[config.mk]
export PLATFORM = sky130hd
export DESIGN_NAME = uart_tx_arb
export DESIGN_NICKNAME = d
export VERILOG_FILES = /design/src/rtl/uart_pkg.sv /design/src/rtl/rr_pick.sv /design/src/rtl/uart_tx_arb.sv
export SDC_FILE = /design/constraint.sdc
export NUM_CORES = 1
export LEC_CHECK = 0
export CAP_MARGIN = 20
export CORE_MARGIN = 4
export CORE_UTILIZATION = 40
export DETAILED_ROUTE_END_ITERATION = 8
export HOLD_SLACK_MARGIN = 0.02
export PLACE_DENSITY = 0.74
export SLEW_MARGIN = 20
export SYNTH_ARGS = -nofsm -noshare
export SYNTH_HDL_FRONTEND = slang
export SYNTH_SLANG_ARGS = --single-unit
[constraint.sdc]
create_clock -name pclk -period 4.3 [get_ports pclk]
set_input_delay 1.29 -clock pclk [delete_from_list [all_inputs] [get_ports pclk]]
set_output_delay 1.29 -clock pclk [all_outputs]
set_load 0.02 [all_outputs]
[src/rtl/uart_pkg.sv]
// uart_pkg: shared FSM state encoding and default parameters for the UART transmit arbiter.
package uart_pkg;
    localparam int NREQ_DEF    = 4;
    localparam int TIMEOUT_DEF = 255;
    typedef enum logic [1:0] {IDLE, START, WAIT_BUSY, WAIT_DONE} state_t;
endpackage

[src/rtl/rr_pick.sv]
// rr_pick: combinational round-robin selector, first set req bit searching upward from last+1 with wrap.
module rr_pick
    import uart_pkg::*;
#(
    parameter int NREQ = NREQ_DEF,
    parameter int IW   = $clog2(NREQ)
) (
    input  logic [NREQ-1:0] req,
    input  logic [IW-1:0]   last,
    output logic            valid,
    output logic [IW-1:0]   idx
);
    logic [IW-1:0] w_pos;
    always_comb begin
        valid = |req;
        idx   = last;
        w_pos = last;
        // scan from the farthest candidate down so the nearest one after last wins
        for (int k = NREQ; k >= 1; k--) begin
            w_pos = IW'((int'(last) + k) % NREQ);
            if (req[w_pos]) idx = w_pos;
        end
    end
endmodule

[src/rtl/uart_tx_arb.sv]
// uart_tx_arb: round-robin arbiter feeding bytes from NREQ requesters to a single UART transmitter.
module uart_tx_arb
    import uart_pkg::*;
#(
    parameter int NREQ    = NREQ_DEF,
    parameter int TIMEOUT = TIMEOUT_DEF
) (
    input  logic                      pclk,
    input  logic                      prstn,
    input  logic                      en,
    input  logic [NREQ-1:0]           req,
    input  logic [NREQ*8-1:0]         req_data,
    output logic [NREQ-1:0]           req_ack,
    output logic                      tx_start,
    output logic [7:0]                tx_data,
    input  logic                      tx_busy,
    output logic [$clog2(NREQ)-1:0]   grant_id,
    output logic                      timeout_err
);
    localparam int IW = $clog2(NREQ);
    state_t        r_state;
    logic [7:0]    r_cnt;
    logic          w_valid;
    logic [IW-1:0] w_idx;
    rr_pick #(.NREQ(NREQ), .IW(IW)) u_pick (
        .req   (req),
        .last  (grant_id),
        .valid (w_valid),
        .idx   (w_idx)
    );
    always_ff @(posedge pclk or negedge prstn) begin
        if (!prstn) begin
            r_state     <= IDLE;
            r_cnt       <= '0;
            req_ack     <= '0;
            tx_start    <= 1'b0;
            tx_data     <= '0;
            timeout_err <= 1'b0;
            grant_id    <= IW'(NREQ - 1);
        end else begin
            req_ack     <= '0;
            tx_start    <= 1'b0;
            timeout_err <= 1'b0;
            case (r_state)
                IDLE: if (en && w_valid) begin
                    tx_data  <= req_data[{w_idx, 3'b000} +: 8];
                    grant_id <= w_idx;
                    req_ack  <= NREQ'(1) << w_idx;
                    r_state  <= START;
                end
                START: begin
                    tx_start <= 1'b1;
                    r_cnt    <= '0;
                    r_state  <= WAIT_BUSY;
                end
                WAIT_BUSY: if (tx_busy) begin
                    r_state <= WAIT_DONE;
                end else if (r_cnt == 8'(TIMEOUT)) begin
                    timeout_err <= 1'b1;
                    r_state     <= IDLE;
                end else begin
                    r_cnt <= r_cnt + 8'd1;
                end
                WAIT_DONE: if (!tx_busy) r_state <= IDLE;
                default: r_state <= IDLE;
            endcase
        end
    end
endmodule

==> flow_metrics.env <==
export IMPL_status="completed"
export IMPL_wl_per_cell_um=15.2
export IMPL_drive_above_1_share_pct=10.3
export IMPL_clock_latency_ns=0.27
export IMPL_final_cells=249
export IMPL_synth_cell_types=38
export IMPL_hold_path_class="flip-flop to flip-flop"
export IMPL_relSlewSlack_pct=61.9
export IMPL_drv_cap=0
export IMPL_area_delta_synth_final_pct=41.0
export IMPL_yosys_warnings=0
export IMPL_post_cts_setup_buffers=0
export IMPL_grt_pass1_wl_mm=6.44
export IMPL_ys_seq_elements=26
export IMPL_cp_required_ns=4.43
export IMPL_ant_nets=0
export IMPL_cts_tree="done"
export IMPL_ctsHoldBuffers=0
export IMPL_num_antenna_cells=0
export IMPL_gr_total_overflow=0
export IMPL_worst_slew_pin_slew_ns=0.572
export IMPL_core_area_sq_um=3470
export IMPL_dieHeight_um=69.2
export IMPL_h_tree_depth=1
export IMPL_fillers=300
export IMPL_post_route_drc_count=0
export IMPL_cts_resized=0
export IMPL_grt_max_degree=27
export IMPL_crit_fanout=19
export IMPL_finalHoldViolCount=0
export IMPL_wl_mm=3.79
export IMPL_crit_slowest_cell="clkdlybuf4s50_1"
export IMPL_syn_area_sq_um=1500
export IMPL_setup_worst_path_class="input port to flip-flop"
export IMPL_path_cells="clkdlybuf4s50_1 > nand3b_1 > a31oi_4 > nand2b_1 > o211ai_1"
export IMPL_period_share_pct=70.1
export IMPL_grt_pass1_vias=1361
export IMPL_arrival_ns=3.15
export IMPL_finalWorstSetupSlack_ns=1.29
export IMPL_numCtsBuffers=3
export IMPL_p_per_area_nw_per_um2=527
export IMPL_gp_congestion=0.827
export IMPL_cp_end_kind="flip-flop"
export IMPL_rsz0062_at_grt="false"
export IMPL_clkTransAtPathRegs_ns=0.09
export IMPL_antenna_found_initial=0
export IMPL_hpwl_mm=2.91
export IMPL_cts_root_buf="clkbuf_8"
export IMPL_slew_violations=0
export IMPL_p_leak_uw=0.000853
export IMPL_die_area_sq_um=4780
export IMPL_syn_nets=192
export IMPL_die_width_um=69.2
export IMPL_first_iter_violations=101
export IMPL_start_util_pct=43.1
export IMPL_vias=1316
export IMPL_ir_drop_v=0.000266
export IMPL_grt_use_total_pct=16.3
export IMPL_syn_avg_cell_area_sq_um=9.91
export IMPL_cts_sinks=26
export IMPL_final_nets=245
export IMPL_numPlacedInstances=245
export IMPL_setup_tns_ns=0
export IMPL_max_freq_mhz=332
export IMPL_port_buffers=55
export IMPL_finalSetupViolations=0
export IMPL_fin_crit_ns=3.01
export IMPL_dp_worst_setup_slack_ns=0.992
export IMPL_cp_start_kind="input port"
export IMPL_seq_area_frac_synth_pct=43.6
export IMPL_synthCells=151
export IMPL_p_total_uw=1110
export IMPL_viasPerCell=5.29
export IMPL_utilization_pct=60.8
export IMPL_r2r_slack_ns=2.24
export IMPL_num_rows=21
export IMPL_critPathMaxStageDelay_ns=0.54
export IMPL_drtPass1Iterations=4
export IMPL_clock_path_buffers=2
export IMPL_final_setup_skew_ns=0.00241
export IMPL_io_pins=56
## power breakdown
part	switching, uW	internal, uW	total [uW]
Clock	75.9	81.9	158
Sequential	68.6	329	398
Combinational	298	257	555
## flip-flops by register name, indices dropped and copies added (netlist names)
signal	flops
tx_start	1
timeout_err	1
grant_id	2
r_cnt	8
r_state	2
tx_data	8
req_ack	4
## final cells by class
type | count | area (sq um) | area share, %
clock buffers | 4 | 55.1 | 2.61
inverters | 3 | 11.3 | 0.534
multi-input cells | 114 | 779 | 37.0
flip-flops and latches | 26 | 653 | 31.0
well taps | 46 | 57.6 | 2.73
repair buffers | 56 | 553 | 26.2
## Yosys cell counts
cell | number | area [sq um]
and3_4 | 1 | 11.3
and4_1 | 1 | 8.76
nand3b_1 | 1 | 7.51
nand3_1 | 14 | 70.1
o21ai_1 | 1 | 5.00
mux2_1 | 7 | 78.8
buf_6 | 1 | 11.3
xor2_1 | 3 | 26.3
o21ai_0 | 4 | 20.0
nor4_1 | 1 | 6.26
or4_1 | 1 | 7.51
buf_4 | 1 | 7.51
nand2_1 | 18 | 67.6
mux2_2 | 2 | 22.5
nor3_1 | 2 | 10.0
clkbuf_1 | 1 | 3.75
dfstp_2 | 2 | 52.6
o211ai_1 | 8 | 60.1
nor2_1 | 12 | 45.0
a31oi_4 | 1 | 21.3
a21o_1 | 1 | 7.51
nand3_2 | 6 | 60.1
nand2b_1 | 4 | 25.0
nand4_1 | 2 | 12.5
buf_2 | 4 | 20.0
and3_1 | 3 | 18.8
o21a_1 | 1 | 7.51
mux2i_1 | 9 | 90.1
a21oi_2 | 1 | 8.76
or3b_1 | 1 | 8.76
a211oi_2 | 1 | 12.5
nand4b_1 | 1 | 8.76
inv_1 | 3 | 11.3
and3b_1 | 1 | 8.76
ha_1 | 1 | 12.5
buf_8 | 1 | 15.0
dfrtp_1 | 24 | 601
a21oi_1 | 5 | 25.0
## through the flow
step / instance area (sq um) / hold WS (ns)
CTS: 2110 / 0.482
detailed placement: 2050 / 0.470
global route: 2110 / 0.516
floorplan: 1500 / 0.437
finish: 2110 / 0.475
global placement: 2060 / 0.458
## cells by family after synthesis
family / synth area share, %
compound gates: 11.2
xor+xnor: 1.76
fa+ha+maj: 0.836
buf+inv: 4.60
flops: 43.6
mux: 12.8
simple gates: 25.2
## placed cells by master, fill, tap and decap left out, types with 2 or more instances in the layout
master,synthesis,final
clkdlybuf4s50_1,0,54
dfrtp_1,24,24
nand2_1,18,18
nand3_1,14,14
nor2_1,12,12
mux2i_1,9,9
o211ai_1,8,8
mux2_1,7,7
nand3_2,6,6
a21oi_1,5,5
nand2b_1,4,4
o21ai_0,4,4
clkbuf_8,0,4
inv_1,3,3
and3_1,3,3
xor2_1,3,3
nand4_1,2,2
mux2_2,2,2
dfstp_2,2,2
## per-layer routing
metal	part of all wire [%]	vias to the layer above	global-route usage [%]
li1	-	642	-
met1	42	629	19.6
met2	50	37	28.1
met3	5.3	8	3.92
met4	2.0	0	5.86
met5	0	-	0
## final timing paths
path | endpoint | cells past startpoint | startpoint
max in group asynchronous | grant_id[1]$_DFFE_PN1P_ | 1 | prstn
min | r_cnt[7]$_DFFE_PN0P_ | 1 | r_cnt[7]$_DFFE_PN0P_
min reg2reg | r_cnt[7]$_DFFE_PN0P_ | 1 | r_cnt[7]$_DFFE_PN0P_
min in group asynchronous | r_cnt[5]$_DFFE_PN0P_ | 1 | prstn
max | tx_data[7]$_DFFE_PN0P_ | 5 | req[3]
max reg2reg | tx_data[7]$_DFFE_PN0P_ | 4 | grant_id[1]$_DFFE_PN1P_
## worst max-delay path, delay by kind of cell
kind                   cells  cell delay (ns)
AO/OA/AOI/OAI              2             0.70
AND/OR/NAND/NOR            2             0.61
buffers and inverters      1             0.54
Note: power is estimated with default switching activity, not from simulation.
